**src/rtl/seq_gen_moore.sv**
```systemverilog
// Serial MSB-first pattern transmitter with repeat count; all outputs decoded from registered state.
// Optional inter-repetition idle gap compiled in with SEQ_GEN_GAP_EN.
module seq_gen_moore #(
   parameter int PAT_W   = 4,
   parameter int CNT_W   = 4,
   parameter int GAP_LEN = 2
) (
   input  logic             clk,
   input  logic             rst,
   input  logic             start,
   input  logic [PAT_W-1:0] pattern,
   input  logic [CNT_W-1:0] reps,
   input  logic             abort,
   output logic             dout,
   output logic             dout_valid,
   output logic             busy,
   output logic             done
);

   localparam int BW = $clog2(PAT_W);

   if (PAT_W < 2 || GAP_LEN < 1) begin : g_bad_params
      $error("seq_gen_moore: PAT_W must be >= 2 and GAP_LEN >= 1");
   end

   typedef enum logic [1:0] {
      S_IDLE  = 2'd0,
      S_SHIFT = 2'd1,
`ifdef SEQ_GEN_GAP_EN
      S_GAP   = 2'd2,
`endif
      S_DONE  = 2'd3
   } state_t;

   state_t            r_state;
   state_t            w_state_next;
   logic [PAT_W-1:0]  r_shift, w_shift_next;
   logic [PAT_W-1:0]  r_pat, w_pat_next;
   logic [CNT_W-1:0]  r_reps, w_reps_next;
   logic [BW-1:0]     r_bitcnt, w_bitcnt_next;

`ifdef SEQ_GEN_GAP_EN
   localparam int GW = (GAP_LEN > 1) ? $clog2(GAP_LEN) : 1;
   logic [GW-1:0]     r_gapcnt, w_gapcnt_next;
`endif

   always_ff @(posedge clk) begin
      if (!rst) begin
         r_state  <= S_IDLE;
         r_shift  <= '0;
         r_pat    <= '0;
         r_reps   <= '0;
         r_bitcnt <= '0;
`ifdef SEQ_GEN_GAP_EN
         r_gapcnt <= '0;
`endif
      end else begin
         r_state  <= w_state_next;
         r_shift  <= w_shift_next;
         r_pat    <= w_pat_next;
         r_reps   <= w_reps_next;
         r_bitcnt <= w_bitcnt_next;
`ifdef SEQ_GEN_GAP_EN
         r_gapcnt <= w_gapcnt_next;
`endif
      end
   end

   always_comb begin
      w_state_next  = r_state;
      w_shift_next  = r_shift;
      w_pat_next    = r_pat;
      w_reps_next   = r_reps;
      w_bitcnt_next = r_bitcnt;
`ifdef SEQ_GEN_GAP_EN
      w_gapcnt_next = r_gapcnt;
`endif
      case (r_state)
         S_IDLE: begin
            if (start) begin
               if (reps != '0) begin
                  w_shift_next  = pattern;
                  w_pat_next    = pattern;
                  w_reps_next   = reps;
                  w_bitcnt_next = BW'(PAT_W - 1);
                  w_state_next  = S_SHIFT;
               end else begin
                  w_state_next  = S_DONE;
               end
            end
         end
         S_SHIFT: begin
            if (abort) begin
               w_state_next = S_IDLE;
            end else begin
               w_shift_next  = r_shift << 1;
               w_bitcnt_next = r_bitcnt - BW'(1);
               if (r_bitcnt == '0) begin
                  if (r_reps == CNT_W'(1)) begin
                     w_state_next = S_DONE;
                  end else begin
                     // Reload from the latched copy so input changes after start are ignored.
                     w_reps_next   = r_reps - CNT_W'(1);
                     w_shift_next  = r_pat;
                     w_bitcnt_next = BW'(PAT_W - 1);
`ifdef SEQ_GEN_GAP_EN
                     w_gapcnt_next = '0;
                     w_state_next  = S_GAP;
`endif
                  end
               end
            end
         end
`ifdef SEQ_GEN_GAP_EN
         S_GAP: begin
            if (abort) begin
               w_state_next = S_IDLE;
            end else if (r_gapcnt == GW'(GAP_LEN - 1)) begin
               w_state_next = S_SHIFT;
            end else begin
               w_gapcnt_next = r_gapcnt + GW'(1);
            end
         end
`endif
         S_DONE:  w_state_next = S_IDLE;
         default: w_state_next = S_IDLE;
      endcase
   end

   always_comb begin
      dout       = (r_state == S_SHIFT) && r_shift[PAT_W-1];
      dout_valid = (r_state == S_SHIFT);
      done       = (r_state == S_DONE);
`ifdef SEQ_GEN_GAP_EN
      busy       = (r_state == S_SHIFT) || (r_state == S_GAP) || (r_state == S_DONE);
`else
      busy       = (r_state == S_SHIFT) || (r_state == S_DONE);
`endif
   end

endmodule
```
**config.mk**
```make
export PLATFORM = sky130hd
export DESIGN_NAME = seq_gen_moore
export DESIGN_NICKNAME = d
export VERILOG_FILES = /design/src/rtl/seq_gen_moore.sv
export SDC_FILE = /design/constraint.sdc
export NUM_CORES = 1
export LEC_CHECK = 0
export ABC_AREA = 1
export CAP_MARGIN = 20
export CORE_MARGIN = 5
export CORE_UTILIZATION = 35
export CTS_CLUSTER_SIZE = 16
export DETAILED_ROUTE_END_ITERATION = 8
export GPL_TIMING_DRIVEN = 0
export MAX_ROUTING_LAYER = met4
export PLACE_DENSITY_LB_ADDON = 0.25
export SYNTH_ARGS = -nofsm -noshare
export SYNTH_HDL_FRONTEND = slang
export SYNTH_SLANG_ARGS = --single-unit
```
**constraint.sdc**
```tcl
create_clock -name clk -period 1.85 [get_ports clk]
set_input_delay 0.37 -clock clk [delete_from_list [all_inputs] [get_ports clk]]
set_output_delay 0.37 -clock clk [all_outputs]
set_load 0.005 [all_outputs]
```
==> results of run 1 <==
path summary, 6_finish.rpt:
kind / startpoint / to / slack [ns] / depth (start not counted)
max: r_state[0] / busy / 0.1 / 2
min: r_bitcnt[1] / r_bitcnt[1] / 0.47 / 2
max reg2reg: r_reps[1] / r_reps[3] / 0.45 / 8
min reg2reg: r_bitcnt[1] / r_bitcnt[1] / 0.47 / 2
state kept, by name (all words and copies together), names as in the netlist:
register  flops
r_bitcnt      2
r_pat         4
r_reps        4
r_shift       4
r_state       2
cell usage in the layout, fill, tap and decap left out, types with 3 or more instances in the layout:
master           Yosys  routed
inv_1               22      21
dfxtp_1             16      14
ha_1                 3       3
clkdlybuf4s50_1      0      13
nand3_1             13      13
nand2_1             35      35
clkbuf_4             0       3
o21ai_0              8       8
nand2_2              5       4
a21oi_1             14      14
nor2_1              16      16
critical path, delay by kind of cell (launching register included):
family / cells / cell delay (ns)
buffers and inverters: 2 / 0.69
DFF: 1 / 0.39
through the flow:
| stage | instances | util | hold slack [ns] |
|---|---|---|---|
| detailed placement | 189 | 0.445 | 0.458 |
| CTS | 193 | 0.462 | 0.472 |
| floorplan | 144 | - | 0.430 |
| finish | 193 | 0.464 | 0.471 |
| global route | 193 | 0.464 | 0.509 |
| global placement | 189 | 0.445 | 0.446 |
per-layer routing:
metal	vias up	wire (µm)
met1	393	960
met2	18	942
li1	489	-
met4	0	67
met5	-	0
met3	8	104
power by group:
| group | switching (mW) | internal (mW) |
|---|---|---|
| logic | 0.146 | 0.114 |
| registers | 0.0233 | 0.381 |
| clock network | 0.128 | 0.120 |
| total | 0.298 | 0.616 |
logic make-up (layout without fill, tap and decap cells):
group,count (synthesis),after routing,synth area share
simple gates,74,74,0.345
buf+inv,27,46,0.141
fa+ha+maj,3,3,0.0402
compound gates,24,24,0.131
flops,16,16,0.343
final cells by class:
type / count / area, µm²
fill: 254 / 1350
multi-input combinational: 101 / 488
sequential: 16 / 325
timing repair buffer: 15 / 151
inverter: 23 / 86.3
buffer: 4 / 45.0
tap: 30 / 37.5
clock buffer: 4 / 36.3
timing repair:
item,in CTS,in global routing
setup buffers,0,0
gates cloned,0,0
setup endpoints to repair,2,1
resized for setup,5,2
==> reports/summary.txt, run 1 <==
met2 GRT Util: 0.203
Leak: 0.584 nW
die area: 3800 µm²
most area-consuming cells after synthesis: dfxtp_1 (34%), nand2_1 (14%), inv_1 (8.8%)
Top FF cell, synth: dfxtp_1
Ant. Diodes: 0
yosys warns: 0
die width: 61.7 µm
clock skew: 0.00482 ns
Setup Crit Path Kind: register to output pin
post-synthesis net count: 159
Unique masters post-synth: 20
Starting Density: 0.371
most frequent cells after synthesis: nand2_1 (35), inv_1 (22), dfxtp_1 (16), nor2_1 (16), a21oi_1 (14)
layout cell share with drive strength beyond 1: 0.117
fin crit share: 0.947
GRT Residual Overflow: 0
CTS Buf Count: 3
Critical Path End Type: output pin
# DRC: 0
vias per cell: 4.70
Hold Path Class: register to register
RD Place Congestion: 0.797
Rows: 18
CP max stage cell: clkdlybuf4s50_1
Worst path max stage delay: 0.49 ns
register area share after synthesis: 0.343
DR WL/cell: 10.7 µm
status: finished clean
Power Density: 781 nW/µm²
EDFF count, synth: 0
Synth top area share: 0.343
Post-CTS Hold Fix Bufs: 0
DRT iter0 DRCs: 15
TritonRoute pass-1 iters: 4
met3 usage: 0.0398
VDD IR max: 0.000446 V
endpoints failing setup: 0
RSZ-0062 raised after global routing: false
initial antenna violation count: 0
Design Area, Final: 1170 µm²
WP data arrival: 1.38 ns
Clk Latency, worst-skew pair: 0.30 ns
number of global-route vias before repair: 881
Max Clock Freq: 571 MHz
CP Cell Sequence: dlygate4sd1_1 -> clkdlybuf4s50_1
clock-pin slew on the worst setup and hold paths: 0.10 ns
synthesis-stage register bit count: 16
asr flop ratio synth: 0
max-slew violations: 0
Tot Pwr: 0.913 mW
leading area contributor after synthesis: dfxtp_1
Mapped Area: 935 µm²
largest net degree at the start of global routing: 11
Worst Tran Pin Value: 0.198 ns
minimum clock period: 1.75 ns
Setup TNS: 0 ns
PortBufs: 15
CP required: 1.48 ns
H-Tree Depth: 1
first-pass GRT wire length: 3600 µm
Vias: 908
final net count: 179
Max Fanout on Critical Path: 5
CTS tree: done
grt peak-use layer: met2
Mapped Avg Cell Area: 6.49 µm²
Overall Global Routing Usage: 0.134
I/O pin cnt: 16
CTS Buffer Depth: 2
TritonCTS sink count: 16
count leader, synth: nand2_1
fin worst setup slack: 0.0979 ns
Core Region: 2520 µm²
Layout area overhead: 25.2%
Rel. slew slack: 0.868
Startpoint Class: register
Hold Fails Final Rpt: 0
antenna viol nets, final: 0
Routed WL: 2070 µm
cell count after synthesis: 144
Place WS: 0.139 ns
chip height: 61.7 µm
Root Driver: clkbuf_4
max-cap viol count: 0
post-DP HPWL: 1580 µm
Placed Area: 1120 µm²
met1 Track Usage GR: 0.151
No activity file was read; power rests on OpenSTA's default activity.
==> inputs of run 2 (changes only) <==
Settings changed: CORE_ASPECT_RATIO set to 0.5, DONT_BUFFER_PORTS set to 1.
==> run 2 against run 1 <==
  * Routed wire length down 6.2%
  * Clock power up 25%
  * Worst hold slack worse by 0.22 ns
  * Design area down 11%
  * Non-clock buffer count down 15
  * Critical path type unchanged
  * Critical endpoint is now dout_valid
  * Largest cell class unchanged
==> reports/summary.txt, run 2 (synthesis results as in run 1) <==
layout cell share with drive strength beyond 1: 0.108
Overall Global Routing Usage: 0.111
WP data arrival: 1.10 ns
Rows: 13
Resized cells post-CTS: 0
CP max stage cell: dfxtp_1
Max Used Layer: met4
Vias: 841
Place WS: 0.433 ns
Setup TNS: 0 ns
CTS Buf Count: 3
antenna viol nets, final: 0
Post-CTS Setup Bufs: 0
DR WL/cell: 10.5 µm
Routed WL: 1950 µm
final net count: 164
GRT Residual Overflow: 0
initial antenna violation count: 0
TritonRoute pass-1 iters: 4
clock skew: 0.00136 ns
CTS Buffer Depth: 2
Worst Tran Pin Value: 0.222 ns
Hold Path Class: input port to register
DRT iter0 DRCs: 28
max-slew violations: 0
met2 WL: 872 µm
chip height: 46.5 µm
die width: 83.1 µm
largest net degree at the start of global routing: 11
die area: 3870 µm²
max-cap viol count: 0
I/O pin cnt: 16
Setup Crit Path Kind: register to output pin
Worst path max stage delay: 0.41 ns
Leak: 0.510 nW
first-pass GRT wire length: 3220 µm
Clk Latency, worst-skew pair: 0.25 ns
VDD IR max: 0.000343 V
H-Tree Depth: 1
PortBufs: 0
Critical Path End Type: output pin
met3 wire length: 76 µm
Power Density: 903 nW/µm²
Layout Cells excl Fill: 185
TritonCTS sink count: 16
CTS tree: done
Core Region: 2570 µm²
CP Cell Sequence: nand2_2 -> inv_2 -> buf_6
Ant. Diodes: 0
RD Place Congestion: 0.741
Rel. slew slack: 0.851
fin crit share: 0.793
post-layout util: 0.403
Layout area overhead: 10.8%
most frequent cells in the layout: nand2_1 (35), inv_1 (22), nor2_1 (16), dfxtp_1 (16), a21oi_1 (14)
post-DP HPWL: 1520 µm
status: finished clean
vias per cell: 4.55
CP required: 1.48 ns
endpoints failing setup: 0
number of global-route vias before repair: 740
most common cell after layout, fill and taps aside: nand2_1
Max Fanout on Critical Path: 10
Starting Density: 0.364
clock-pin slew on the worst setup and hold paths: 0.06 ns
worst hold margin: 0.256 ns
RSZ-0062 raised after global routing: false
met1 wire length: 977 µm
minimum clock period: 1.47 ns
Max Clock Freq: 682 MHz
filler cell count: 286
Startpoint Class: register
Post-CTS Hold Fix Bufs: 0
Hold Fails Final Rpt: 0
Root Driver: clkbuf_8
Largest regs: r_pat (4), r_reps (4), r_shift (4)
fin worst setup slack: 0.383 ns
# DRC: 0
placed cell count: 181
## run 2: changes by cell type in the layout (fill, tap and decap cells not counted)
cell | before | now
nand2_2 | 4 | 5
inv_2 | 2 | 1
inv_1 | 21 | 22
dlymetal6s2s_1 | 1 | 0
dfxtp_1 | 14 | 16
dfxtp_4 | 1 | 0
clkdlybuf4s50_1 | 13 | 0
dlygate4sd2_1 | 1 | 0
nand2_4 | 1 | 0
clkbuf_8 | 2 | 5
clkbuf_4 | 3 | 0
dfxtp_2 | 1 | 0
## run 2: layout make-up
cell class                      instances  area, µm²  area share
Inverter                               23       86.3      0.0833
Sequential cell                        16        320       0.309
Tap cell                               37       46.3      0.0447
Buffer                                  4       45.0      0.0435
Multi-Input combinational cell        101        483       0.466
Clock buffer                            4       55.1      0.0531
## run 2: per-layer routing
metal,vias up,GRT usage
li1,458,-
met1,372,0.128
met2,9,0.188
met3,2,0.0357
met4,0,0.0391
met5,-,-
## run 2: final timing paths
check | from | end | slack [ns] | depth (start not counted)
hold / removal | rst | r_bitcnt[1] | 0.26 | 2
hold reg to reg | r_bitcnt[1] | r_bitcnt[1] | 0.46 | 2
setup / recovery | r_state[0] | dout_valid | 0.38 | 3
setup reg to reg | r_reps[1] | r_reps[3] | 0.43 | 8
## run 2: critical path: cells and delay by family, from the launching register on
family        cells  cell delay, ns
buf+inv           2            0.25
flops             1            0.41
simple gates      1            0.18
## run 2: where the power goes
| group | internal (mW) | leakage, nW | switching [mW] |
|---|---|---|---|
| Clock | 0.189 | 0.0288 | 0.120 |
| Combinational | 0.0873 | 0.349 | 0.138 |
| Sequential | 0.382 | 0.133 | 0.0202 |
## run 2: stage by stage
stage	area (µm²)	power [mW]
4_1_cts	1040	0.949
5_1_grt	1040	1.00
2_1_floorplan	935	0.594
3_3_place_gp	981	0.635
6_report	1040	0.936
3_5_place_dp	981	0.637
==> inputs of run 3 (changes only) <==
Clock period 1.85 ns to 1.5 ns, I/O delays scaled along.
==> run 3 against run 2 <==
  * Clock skew hardly changed
  * Flip-flop and latch count unchanged
  * Clock-buffer cell count did not move
  * Clock power rose by 23%
  * Non-clock buffer count is the same
  * Routed wire length is 0.57% higher
  * Sequential share of layout area shrank 0.37 points
  * Critical endpoint unchanged
  * Largest cell class unchanged
  * Largest power group unchanged
==> reports/summary.txt, run 3 (synthesis results as in run 1) <==
Clk Latency, worst-skew pair: 0.25 ns
Routed WL: 1960 µm
number of global-route vias before repair: 740
Vias: 835
most common cell after layout, fill and taps aside: nand2_1
RD Place Congestion: 0.741
antenna viol nets, final: 0
CP Cell Sequence: nand2_4 -> inv_2 -> buf_6
Rows: 13
Stages on worst setup path: 3
CTS Buf Count: 3
Worst Tran Pin Value: 0.223 ns
CTS tree: done
Layout area overhead: 12.2%
H-Tree Depth: 1
Max Clock Freq: 727 MHz
# DRC: 0
Starting Density: 0.364
Leak: 0.519 nW
post-DP HPWL: 1520 µm
Hold Fails Final Rpt: 0
PortBufs: 0
VDD IR max: 0.000422 V
Rel. slew slack: 0.851
R2R depth: 8
initial antenna violation count: 0
clock-pin slew on the worst setup and hold paths: 0.06 ns
Bufs and invs on worst path: 2
minimum clock period: 1.37 ns
vias per cell: 4.51
Critical Path End Type: output pin
DR WL/cell: 10.6 µm
Hold Path Class: input port to register
TritonCTS sink count: 16
Setup Crit Path Kind: register to output pin
Setup TNS: 0 ns
CP required: 1.20 ns
hold path start: rst
most frequent cells in the layout: nand2_1 (34), inv_1 (22), nor2_1 (16), dfxtp_1 (16), a21oi_1 (14)
Max Fanout on Critical Path: 10
CP max stage cell: dfxtp_1
max-cap viol count: 0
Placed Area: 981 µm²
Post-CTS Hold Fix Bufs: 0
Largest regs: r_pat (4), r_reps (4), r_shift (4)
Design Area, Final: 1050 µm²
GRT Residual Overflow: 0
CTS Buffer Depth: 2
Post-CTS Setup Bufs: 0
cell family with most CP delay: flip-flops
die area: 3870 µm²
Startpoint Class: register
Ant. Diodes: 0
status: finished clean
DRT iter0 DRCs: 26
first-pass GRT wire length: 3220 µm
Overall Global Routing Usage: 0.111
Root Driver: clkbuf_8
Power Density: 1110 nW/µm²
Core Region: 2570 µm²
fin crit share: 0.916
largest net degree at the start of global routing: 11
RSZ-0062 raised after global routing: false
TritonRoute pass-1 iters: 4
layout cell share with drive strength beyond 1: 0.115
I/O pin cnt: 16
WP data arrival: 1.07 ns
clock skew: 0.00139 ns
Worst Setup SP: r_state[0]
hold path depth: 2
die width: 83.1 µm
final net count: 164
max-slew violations: 0
Worst path max stage delay: 0.44 ns
endpoints failing setup: 0
chip height: 46.5 µm
Worst R2R Start: r_reps[1]
[run 3: cell count changes in the layout (fill, tap and decap cells not counted)]
cell,delta
nand2_1,-1
nand2_4,+2
nand2_2,-1
[run 3: layout make-up]
cell class              instances  area, µm²
fillers                       284       1520
multi-input cells             101        495
flip-flops and latches         16        320
inverters                      23       86.3
clock buffers                   4       55.1
well taps                      37       46.3
plain buffers                   4       45.0
[run 3: timing repair]
action / 4_1_cts / 5_1_grt
endpoints found under the setup margin: 0 / 4
resized for setup: 0 / 3
hold endpoints to repair: 0 / 0
[run 3: path summary, 6_finish.rpt]
kind | slack [ns] | to
setup / recovery | 0.13 | dout_valid
setup reg to reg | 0.16 | r_reps[3]
hold reg to reg | 0.46 | r_bitcnt[1]
hold / removal | 0.19 | r_bitcnt[1]
[run 3: where the power goes]
| part | internal (mW) | leakage (nW) | switching (mW) |
|---|---|---|---|
| clock network | 0.233 | 0.0288 | 0.148 |
| registers | 0.471 | 0.133 | 0.0257 |
| logic | 0.111 | 0.357 | 0.174 |
| total | 0.814 | 0.518 | 0.348 |
[run 3: stage by stage]
step / cells / util / hold slack [ns] / power (mW) / setup WS, ns
after global routing: 185 / 0.408 / 0.191 / 1.24 / 0.00489
after floorplan: 144 / - / 0.430 / 0.733 / 0.284
after detailed placement: 181 / 0.382 / 0.448 / 0.785 / 0.0829
after CTS: 185 / 0.403 / 0.183 / 1.17 / 0.0766
final: 185 / 0.408 / 0.186 / 1.16 / 0.125
after global placement: 181 / 0.382 / 0.441 / 0.783 / 0.0934
[run 3: routing by layer]
metal  part of all wire  vias to the layer above  GRT usage
met5                  0                        -          -
li1                   -                      457          -
met2               0.45                        9      0.188
met4             0.0097                        0     0.0391
met3              0.039                        2     0.0357
met1               0.50                      367      0.128
